`config.mk`:
```
export PLATFORM = sky130hd
export DESIGN_NAME = mem_access_unit
export DESIGN_NICKNAME = d
export VERILOG_FILES = /design/src/rtl/mem_access_pkg.sv /design/src/rtl/mem_lane_align.sv /design/src/rtl/mem_access_unit.sv
export SDC_FILE = /design/constraint.sdc
export NUM_CORES = 1
export LEC_CHECK = 0
export BUFFER_PORTS_ARGS = -buffer_cell sky130_fd_sc_hd__buf_2
export CAP_MARGIN = 10
export CORE_ASPECT_RATIO = 1.25
export CORE_UTILIZATION = 25
export CTS_BUF_LIST = sky130_fd_sc_hd__clkbuf_2
export CTS_CLUSTER_SIZE = 28
export DETAILED_ROUTE_END_ITERATION = 7
export PLACE_DENSITY_LB_ADDON = 0.15
export RECOVER_POWER = 100
export SYNTH_ARGS = -nofsm -noshare
export SYNTH_HDL_FRONTEND = slang
export SYNTH_SLANG_ARGS = --single-unit
```
`constraint.sdc`:
```
create_clock -name clk -period 3 [get_ports clk]
set_input_delay 0.3 -clock clk [delete_from_list [all_inputs] [get_ports clk]]
set_output_delay 0.3 -clock clk [all_outputs]
set_load 0.02 [all_outputs]
```
`src/rtl/mem_access_pkg.sv`:
```
//------------------------------------------------------------------------------
// mem_access_pkg
// Shared types and constants for the memory access unit.
// Revision: 1.0
//------------------------------------------------------------------------------
`default_nettype none

package mem_access_pkg;

  typedef enum logic [1:0] {
    IDLE = 2'd0,
    RD   = 2'd1,
    WR   = 2'd2,
    RESP = 2'd3
  } state_e;

  localparam logic [2:0] F3_B  = 3'b000;
  localparam logic [2:0] F3_H  = 3'b001;
  localparam logic [2:0] F3_W  = 3'b010;
  localparam logic [2:0] F3_BU = 3'b100;
  localparam logic [2:0] F3_HU = 3'b101;

  localparam logic [31:0] NOP_INSTR = 32'h0000_0013;

  // Collapse every request onto one of the legal widths; anything unlisted is a word access.
  function automatic logic [2:0] norm_funct3(input logic ifetch, input logic write,
                                             input logic [2:0] f3);
    logic [2:0] r;
    r = F3_W;
    if (!ifetch) begin
      if (write) begin
        if (f3 == F3_B || f3 == F3_H) r = f3;
      end else begin
        if (f3 == F3_B || f3 == F3_H || f3 == F3_BU || f3 == F3_HU) r = f3;
      end
    end
    return r;
  endfunction

endpackage

`default_nettype wire

```
`src/rtl/mem_lane_align.sv`:
```
//------------------------------------------------------------------------------
// mem_lane_align
// Combinational load lane extract/extend and store lane merge.
// Revision: 1.0
//------------------------------------------------------------------------------
`default_nettype none

module mem_lane_align
  import mem_access_pkg::*;
(
  input  logic [31:0] rbuf_i,
  input  logic [31:0] wdata_i,
  input  logic [1:0]  lane_i,
  input  logic [2:0]  funct3_i,
  output logic [31:0] ext_data_o,
  output logic [31:0] merged_o
);

  logic [7:0]  w_byte;
  logic [15:0] w_half;

  always_comb begin
    w_byte = rbuf_i[7:0];
    case (lane_i)
      2'd1:    w_byte = rbuf_i[15:8];
      2'd2:    w_byte = rbuf_i[23:16];
      2'd3:    w_byte = rbuf_i[31:24];
      default: w_byte = rbuf_i[7:0];
    endcase
    w_half = lane_i[1] ? rbuf_i[31:16] : rbuf_i[15:0];
  end

  always_comb begin
    ext_data_o = rbuf_i;
    case (funct3_i)
      F3_B:    ext_data_o = {{24{w_byte[7]}}, w_byte};
      F3_BU:   ext_data_o = {24'h0, w_byte};
      F3_H:    ext_data_o = {{16{w_half[15]}}, w_half};
      F3_HU:   ext_data_o = {16'h0, w_half};
      default: ext_data_o = rbuf_i;
    endcase
  end

  always_comb begin
    merged_o = rbuf_i;
    case (funct3_i)
      F3_B: begin
        case (lane_i)
          2'd0:    merged_o[7:0]   = wdata_i[7:0];
          2'd1:    merged_o[15:8]  = wdata_i[7:0];
          2'd2:    merged_o[23:16] = wdata_i[7:0];
          default: merged_o[31:24] = wdata_i[7:0];
        endcase
      end
      F3_H: begin
        if (lane_i[1]) merged_o[31:16] = wdata_i[15:0];
        else           merged_o[15:0]  = wdata_i[15:0];
      end
      default: merged_o = wdata_i;
    endcase
  end

endmodule

`default_nettype wire

```
`src/rtl/mem_access_unit.sv`:
```
//------------------------------------------------------------------------------
// mem_access_unit
// Sequences IR fetches, loads and stores (RMW for sb/sh) to a unified memory.
// Optional feature macro: MISALIGN_TRAP_EN (trap instead of clearing low bits).
// Revision: 1.0
//------------------------------------------------------------------------------
`default_nettype none

module mem_access_unit
  import mem_access_pkg::*;
#(
  parameter int unsigned MEM_BYTES = 256,
  parameter logic [31:0] RESET_IR  = NOP_INSTR
) (
  input  logic        clk,
  input  logic        rst_n,
  input  logic        req_valid_i,
  output logic        req_ready_o,
  input  logic        req_ifetch_i,
  input  logic        req_write_i,
  input  logic [2:0]  req_funct3_i,
  input  logic [31:0] req_addr_i,
  input  logic [31:0] req_wdata_i,
  output logic        done_o,
  output logic        misaligned_o,
  output logic [31:0] ir_o,
  output logic [31:0] mdr_o,
  output logic [31:0] mem_address_o,
  output logic [31:0] mem_write_data_o,
  output logic        mem_read_o,
  output logic        mem_write_o,
  input  logic [31:0] mem_data_i
);

  localparam logic [31:0] ADDR_MASK = 32'(MEM_BYTES - 1) & 32'hFFFF_FFFC;

  state_e      state_q, state_d;
  logic        ifetch_q, write_q;
  logic [2:0]  funct3_q;
  logic [31:0] addr_q, wdata_q, rbuf_q, ir_q, mdr_q;

  logic        w_accept, w_store, w_is_half, w_is_word;
  logic [2:0]  w_f3n;
  logic [31:0] w_addr_eff, w_align_word, w_ext, w_merged;

  assign w_accept  = req_valid_i && (state_q == IDLE);
  assign w_store   = req_write_i && !req_ifetch_i;
  assign w_f3n     = norm_funct3(req_ifetch_i, req_write_i, req_funct3_i);
  assign w_is_half = (w_f3n == F3_H) || (w_f3n == F3_HU);
  assign w_is_word = (w_f3n == F3_W);

`ifdef MISALIGN_TRAP_EN
  logic misal_q;
  logic w_misal;
  assign w_misal    = (w_is_half && req_addr_i[0]) || (w_is_word && (req_addr_i[1:0] != 2'b00));
  assign w_addr_eff = req_addr_i;
`else
  // Offending low bits are silently cleared so the access stays naturally aligned.
  assign w_addr_eff = {req_addr_i[31:2],
                       w_is_word ? 1'b0 : req_addr_i[1],
                       (w_is_word || w_is_half) ? 1'b0 : req_addr_i[0]};
`endif

  always_comb begin
    state_d = state_q;
    case (state_q)
      IDLE: begin
        if (w_accept) begin
`ifdef MISALIGN_TRAP_EN
          if (w_misal)                          state_d = RESP;
          else if (w_store && w_f3n == F3_W)    state_d = WR;
          else                                  state_d = RD;
`else
          if (w_store && w_f3n == F3_W) state_d = WR;
          else                          state_d = RD;
`endif
        end
      end
      RD:      state_d = write_q ? WR : RESP;
      WR:      state_d = RESP;
      RESP:    state_d = IDLE;
      default: state_d = IDLE;
    endcase
  end

  always_ff @(posedge clk or negedge rst_n) begin
    if (!rst_n) begin
      state_q  <= IDLE;
      ifetch_q <= 1'b0;
      write_q  <= 1'b0;
      funct3_q <= F3_B;
      addr_q   <= '0;
      wdata_q  <= '0;
      rbuf_q   <= '0;
      ir_q     <= RESET_IR;
      mdr_q    <= '0;
`ifdef MISALIGN_TRAP_EN
      misal_q  <= 1'b0;
`endif
    end else begin
      state_q <= state_d;
      if (w_accept) begin
        ifetch_q <= req_ifetch_i;
        write_q  <= w_store;
        funct3_q <= w_f3n;
        addr_q   <= w_addr_eff;
        wdata_q  <= req_wdata_i;
`ifdef MISALIGN_TRAP_EN
        misal_q  <= w_misal;
`endif
      end
      if (state_q == RD) begin
        rbuf_q <= mem_data_i;
        if (!write_q) begin
          if (ifetch_q) ir_q  <= mem_data_i;
          else          mdr_q <= w_ext;
        end
      end
    end
  end

  // Loads extract straight from the memory bus in RD; RMW merges use the buffered word in WR.
  assign w_align_word = (state_q == RD) ? mem_data_i : rbuf_q;

  mem_lane_align u_lane_align (
    .rbuf_i     (w_align_word),
    .wdata_i    (wdata_q),
    .lane_i     (addr_q[1:0]),
    .funct3_i   (funct3_q),
    .ext_data_o (w_ext),
    .merged_o   (w_merged)
  );

  assign req_ready_o      = (state_q == IDLE);
  assign done_o           = (state_q == RESP);
  assign mem_read_o       = (state_q == RD);
  assign mem_write_o      = (state_q == WR);
  assign mem_address_o    = addr_q & ADDR_MASK;
  assign mem_write_data_o = (funct3_q == F3_W) ? wdata_q : w_merged;
  assign ir_o             = ir_q;
  assign mdr_o            = mdr_q;

`ifdef MISALIGN_TRAP_EN
  assign misaligned_o = (state_q == RESP) && misal_q;
`else
  assign misaligned_o = 1'b0;
`endif

endmodule

`default_nettype wire
```
==> summary.md, run 1 <==
| Metric | Value |
|---|---|
| Initial Utilization | `25.7%` |
| Clock H-tree levels | `4` |
| Final period util | `97.7%` |
| Largest net degree at the start of global routing | `69` |
| Slowest CP cell | `dfrtp_1` |
| Grt ovf | `0` |
| CP cell instances | `inv_2, ha_4, buf_6, buf_16, mux2_4, nor2b_4, a221o_1, buf_6` |
| Routed vias/inst | `4.68` |
| CTS Buf Count | `17` |
| Final net count | `961` |
| CP Data Required Time | `2700 ps` |
| Crit Path Category | `flop to output pin` |
| Routed vias | `5667` |
| Io pins | `237` |
| Setup crit end kind | `output pin` |
| Pleak | `4.40 nW` |
| I/O Buffers | `185` |
| WHS | `322 ps` |
| Critical path's most frequent cell | `buf_6` |
| CTS tree | `yes` |
| Async S/R FF share, synth | `100%` |
| DP Area | `8140 um2` |
| Syn avg cell area | `12.0 um2` |
| Buf+Inv Stages, Crit Path | `4` |
| Top delay family on crit path | `buffers and inverters` |
| Initial detailed-routing violation count | `310` |
| CTS root buf | `clkbuf_2` |
| Synth-to-Final Area Change | `39.6%` |
| CTS Sinks | `143` |
| Final wirelength | `23100 um` |
| DIE HEIGHT | `188 um` |
| Final Skew | `26.8 ps` |
| Setup crit start kind | `flop` |
| Initial antenna violation count | `1` |
| Worst VDD drop | `520 uV` |
| Placed insts | `1081` |
| First drt pass iteration count | `5` |
| Remaining DRCs | `0` |
| Clk buf depth | `2` |
| Ys flop type | `dfrtp_1` |
| Row Count | `67` |
| Post-DP HPWL | `16300 um` |
| Hold Fails Final Rpt | `0` |
| Slew of the pin with the lowest slew margin | `1500 ps` |
| Global-route usage over all layers | `16.7%` |
| Status | `complete, but fails checks` |
| Gpl congestion | `0.760` |
| Synthesized flop and latch total | `143` |
| Die X-Extent | `151 um` |
| Worst Hold Launch | `req_wdata_i[30]` |
| DR WL/cell | `19.1 um` |
| Post-synthesis sequential area ratio | `51.7%` |
| Final setup fails | `0` |
| Final Max Slew Viols | `0` |
| Pwr/cell area | `1180 nW/um2` |
| Share of layout cells above drive strength 1 | `46.5%` |
| Cell variety after synth | `43` |
| Hold Path Depth | `3` |
| Hold Path Sink | `wdata_q[30]$_DFFE_PN0P_` |
| Number of synthesized flops with an enable pin | `0` |
| Total Power | `11.4 mW` |
| Critical R2R Capture | `mdr_o[28]$_DFFE_PN0P_` |
| Max Fclk | `0.341 GHz` |
| Reg2reg start | `state_q[1]$_DFFE_PN0P_` |
| Most frequent cells in the layout | `buf_2, dfrtp_1, mux2_2, dlygate4sd3_1` |
| Syn. warnings | `0` |
| Tmin final | `2930 ps` |
| Clk pin slew, worst setup/hold paths | `220 ps` |
| Reg2reg setup slack | `570 ps` |
| Worst r2r path cells | `9` |
| First-pass GRT wire length | `34800 um` |
| Gate Count Post-Synth | `577` |
| Crit path DAT | `2630 ps` |
| Min-Delay Path Class | `input pin to flop` |
| RSZ-0062 raised after global routing | `yes` |
| MaxCap Viol Count | `1` |
| Synthesized area | `6930 um2` |
| Antenna-violating nets left | `0` |
| Area of the die | `28400 um2` |
| Slowest stage delay, CP | `440 ps` |
| Most common cell after layout, fill and taps aside | `buf_2` |
| Failing checks | `capacitance limit` |
| Rel. slew slack | `0.164%` |
| Finished layout cell area | `9670 um2` |
| Fin cells | `1212` |
| Vias in the first global route | `5695` |
| Worst skew pair latency | `720 ps` |
| Std-Cell Core Area | `27000 um2` |
| Crit-path max FO | `6` |
[worst register-to-register path: stages (launching register included)]
cell	delay, ps
dfrtp_1	440
inv_2	80
ha_4	230
buf_12	140
buf_16	150
mux4_2	530
and3_4	210
a211oi_4	190
buf_4	260
a21oi_1	100
[cells in the mapped netlist, types with 12 or more instances]
library cell	count	area share (%)
nor2b_1	12	1.1
dfrtp_1	140	51
buf_4	33	3.6
mux2i_1	20	2.9
a221o_1	14	2.0
a22oi_1	17	1.8
nand2_1	33	1.8
o21ai_0	21	1.5
clkbuf_1	21	1.1
mux2_2	120	19
a21oi_1	24	1.7
nor2_1	32	1.7
[report_power, final]
group	internal (mW)	switching (mW)
Sequential	2.90	0.646
Combinational	2.98	3.71
Clock	0.458	0.727
Total	6.35	5.08
[what timing repair did]
action / CTS / global route
buffers inserted: 1 / 11
cloned: 3 / 1
setup endpoints to repair: 31 / 32
gates resized for setup: 26 / 56
hold buffers: 83 / 0
endpoints found under the hold margin: 254 / 0
pin swaps: 0 / 0
[registers in the layout, summed over array words and instances, names as in the netlist]
name,cells
wdata_q,32
addr_q,8
rbuf_q,32
ifetch_q,1
write_q,1
ir_o,32
funct3_q,3
state_q,2
mdr_o,32
[layout make-up]
type | instances | area, um2
fill | 2711 | 17300
antenna | 1 | 2.50
timing repair buffer | 299 | 2130
multi-input combinational | 384 | 3260
tap | 345 | 432
clock buffer | 19 | 95.1
inverter | 8 | 30.0
clock inverter | 13 | 145
sequential | 143 | 3590
[worst max-delay path by stage]
stage,startpoint,endpoint,slack (ps),depth (start not counted)
2_1_floorplan,state_q[1]$_DFFE_PN0P_,mem_write_data_o[10],510,8
3_3_place_gp,state_q[1]$_DFFE_PN0P_,mdr_o[18]$_DFFE_PN0P_,640,8
3_5_place_dp,state_q[1]$_DFFE_PN0P_,mdr_o[26]$_DFFE_PN0P_,570,8
4_1_cts,state_q[1]$_DFFE_PN0P_,mem_write_data_o[10],-90,7
5_1_grt,state_q[1]$_DFFE_PN0P_,mem_write_data_o[10],-60,8
6_report,state_q[1]$_DFFE_PN0P_,mem_write_data_o[10],70,8
[kinds of logic after synthesis]
kind of cell    after synthesis  synth area share (%)
other cells                   1                0.0541
compound gates              112                  11.7
fa+ha+maj                     4                 0.722
flops                       143                  51.7
simple gates                100                  6.88
buf+inv                      76                  6.26
mux                         141                  22.7
[metrics by stage]
step                setup slack [ps]  TNS, ps  utilization [%]
finish                          68.8        0             35.8
global route                   -61.2     -146             35.8
CTS                            -91.2     -569             34.9
detailed placement               571        0             30.2
global placement                 640        0             30.2
floorplan                        508        0                -
[routing by layer]
layer,share of wire (%),GRT usage (%)
met1,44,21.3
met5,0,0
met3,3.7,3.21
met2,51,28.4
met4,1.7,4.81
Note: power is estimated with default switching activity, not from simulation.
==> run 2, diff against run 1 <==
==> constraint.sdc (replaced) <==
create_clock -name clk -period 3.12 [get_ports clk]
set_input_delay 0.312 -clock clk [delete_from_list [all_inputs] [get_ports clk]]
set_output_delay 0.312 -clock clk [all_outputs]
set_load 0.02 [all_outputs]
==> summary.md, run 2 (synthesis gave the netlist of run 1 again) <==
| Metric | Value |
|---|---|
| Status | `complete, but fails checks` |
| Failing checks | `capacitance limit, slew limit` |
| Gpl congestion | `0.774` |
| CTS Buf Count | `17` |
| Worst skew pair latency | `750 ps` |
| Clk pin slew, worst setup/hold paths | `230 ps` |
| Routed vias/inst | `4.58` |
| Final Max Slew Viols | `70` |
| Routed vias | `5485` |
| Initial detailed-routing violation count | `220` |
| Pwr/cell area | `1100 nW/um2` |
| Crit Path Category | `flop to output pin` |
| Final setup fails | `0` |
| Reg2reg start | `state_q[0]$_DFFE_PN0P_` |
| Worst setup margin | `155 ps` |
| I/O Buffers | `185` |
| Pleak | `4.24 nW` |
| Critical R2R Capture | `addr_q[1]$_DFFE_PN0P_` |
| DIE HEIGHT | `188 um` |
| Largest net degree at the start of global routing | `70` |
| MaxCap Viol Count | `1` |
| Global-route usage over all layers | `16.3%` |
| Final period util | `95.0%` |
| CTS root buf | `clkbuf_2` |
| Crit-path max FO | `22` |
| Crit path DAT | `2650 ps` |
| Setup crit end kind | `output pin` |
| Setup crit start kind | `flop` |
| Share of layout cells above drive strength 1 | `44.5%` |
| Hold Fails Final Rpt | `0` |
| Clock H-tree levels | `4` |
| Die X-Extent | `151 um` |
| Final wirelength | `22500 um` |
| Hold Path Depth | `3` |
| Clk buf depth | `2` |
| Synth-to-Final Area Change | `34.0%` |
| Worst Hold Launch | `req_wdata_i[1]` |
| Antenna-violating nets left | `0` |
| Rel. slew slack | `-19.7%` |
| First-pass GRT wire length | `33900 um` |
| Tmin final | `2960 ps` |
| CP Data Required Time | `2810 ps` |
| Row Count | `67` |
| Std-Cell Core Area | `27000 um2` |
| Vias in the first global route | `5523` |
| DR WL/cell | `18.8 um` |
| Worst VDD drop | `444 uV` |
| Final Skew | `39.9 ps` |
| WHS | `295 ps` |
| Area of the die | `28400 um2` |
| First drt pass iteration count | `5` |
| RSZ-0062 raised after global routing | `yes` |
| Io pins | `237` |
| Initial antenna violation count | `1` |
| Grt ovf | `0` |
| Initial Utilization | `25.7%` |
| Max Fclk | `0.337 GHz` |
| Slew of the pin with the lowest slew margin | `1800 ps` |
| CTS Sinks | `143` |
| Min-Delay Path Class | `input pin to flop` |
| Worst slack, placed | `681 ps` |
| Final net count | `948` |
| CTS tree | `yes` |
| Reg2reg setup slack | `380 ps` |
| Worst r2r path cells | `8` |
| Most common cell after layout, fill and taps aside | `buf_2` |
| Post-DP HPWL | `16200 um` |
| Hold Path Sink | `wdata_q[1]$_DFFE_PN0P_` |
| Most frequent cells in the layout | `buf_2, dfrtp_1, mux2_2, dlygate4sd3_1, nor2_1` |
| Remaining DRCs | `0` |
## run 2: how the worst max path moves through the flow
stage	cells past startpoint	startpoint	endpoint	slack, ps
after floorplan	8	state_q[1]$_DFFE_PN0P_	mem_write_data_o[10]	620
after global placement	8	state_q[1]$_DFFE_PN0P_	mdr_o[18]$_DFFE_PN0P_	750
after detailed placement	8	state_q[1]$_DFFE_PN0P_	mdr_o[22]$_DFFE_PN0P_	680
after CTS	5	addr_q[1]$_DFFE_PN0P_	mem_write_data_o[21]	-4
after global routing	7	state_q[1]$_DFFE_PN0P_	mem_write_data_o[27]	-8
final	5	state_q[0]$_DFFE_PN0P_	mem_write_data_o[0]	160
## run 2: worst max-delay path: stages (launching register included)
cell,delay (ps)
dfrtp_1,480
ha_4,220
bufbuf_16,340
mux2_2,410
mux2_2,300
buf_2,170
## run 2: power by group
| part | internal [mW] | switching [mW] |
|---|---|---|
| combinational | 2.47 | 3.38 |
| clock | 0.293 | 0.699 |
| sequential | 2.79 | 0.592 |
| total | 5.55 | 4.67 |
## run 2: final cells by class
| cell class | instances | area [um2] |
|---|---|---|
| antenna | 1 | 2.50 |
| clock buffer | 21 | 105 |
| clock inverter | 10 | 92.6 |
| fill | 2727 | 17700 |
| inverter | 8 | 30.0 |
| multi-input combinational | 384 | 3090 |
| sequential | 143 | 3580 |
| tap | 345 | 432 |
| timing repair buffer | 286 | 1950 |
## run 2: per-stage QoR
| stage | power, mW | util (%) | instance area (um2) | setup TNS [ps] | std cells |
|---|---|---|---|---|---|
| after floorplan | 7.10 | - | 7030 | 0 | 603 |
| after global routing | 10.9 | 34.4 | 9290 | -18.7 | 1198 |
| final | 10.2 | 34.4 | 9290 | 0 | 1198 |
| after global placement | 8.89 | 30.1 | 8130 | 0 | 1080 |
| after CTS | 10.3 | 34.3 | 9270 | -4.33 | 1197 |
| after detailed placement | 9.02 | 30.1 | 8130 | 0 | 1080 |
## run 2: repair_timing
item / 4_1_cts / 5_1_grt
pin swaps: 0 / 0
endpoints found under the hold margin: 200 / 0
buffers inserted: 1 / 0
hold buffers: 83 / 0
setup endpoints to repair: 20 / 27
gates cloned: 2 / 0
resized for setup: 8 / 11
## run 2: metal layers
layer	track usage, %	part of all wire, %	vias up
met5	0	0	-
met4	5.19	1.5	0
met3	2.97	4.2	19
met2	27.3	50	156
met1	20.9	44	2741
li1	-	-	2569
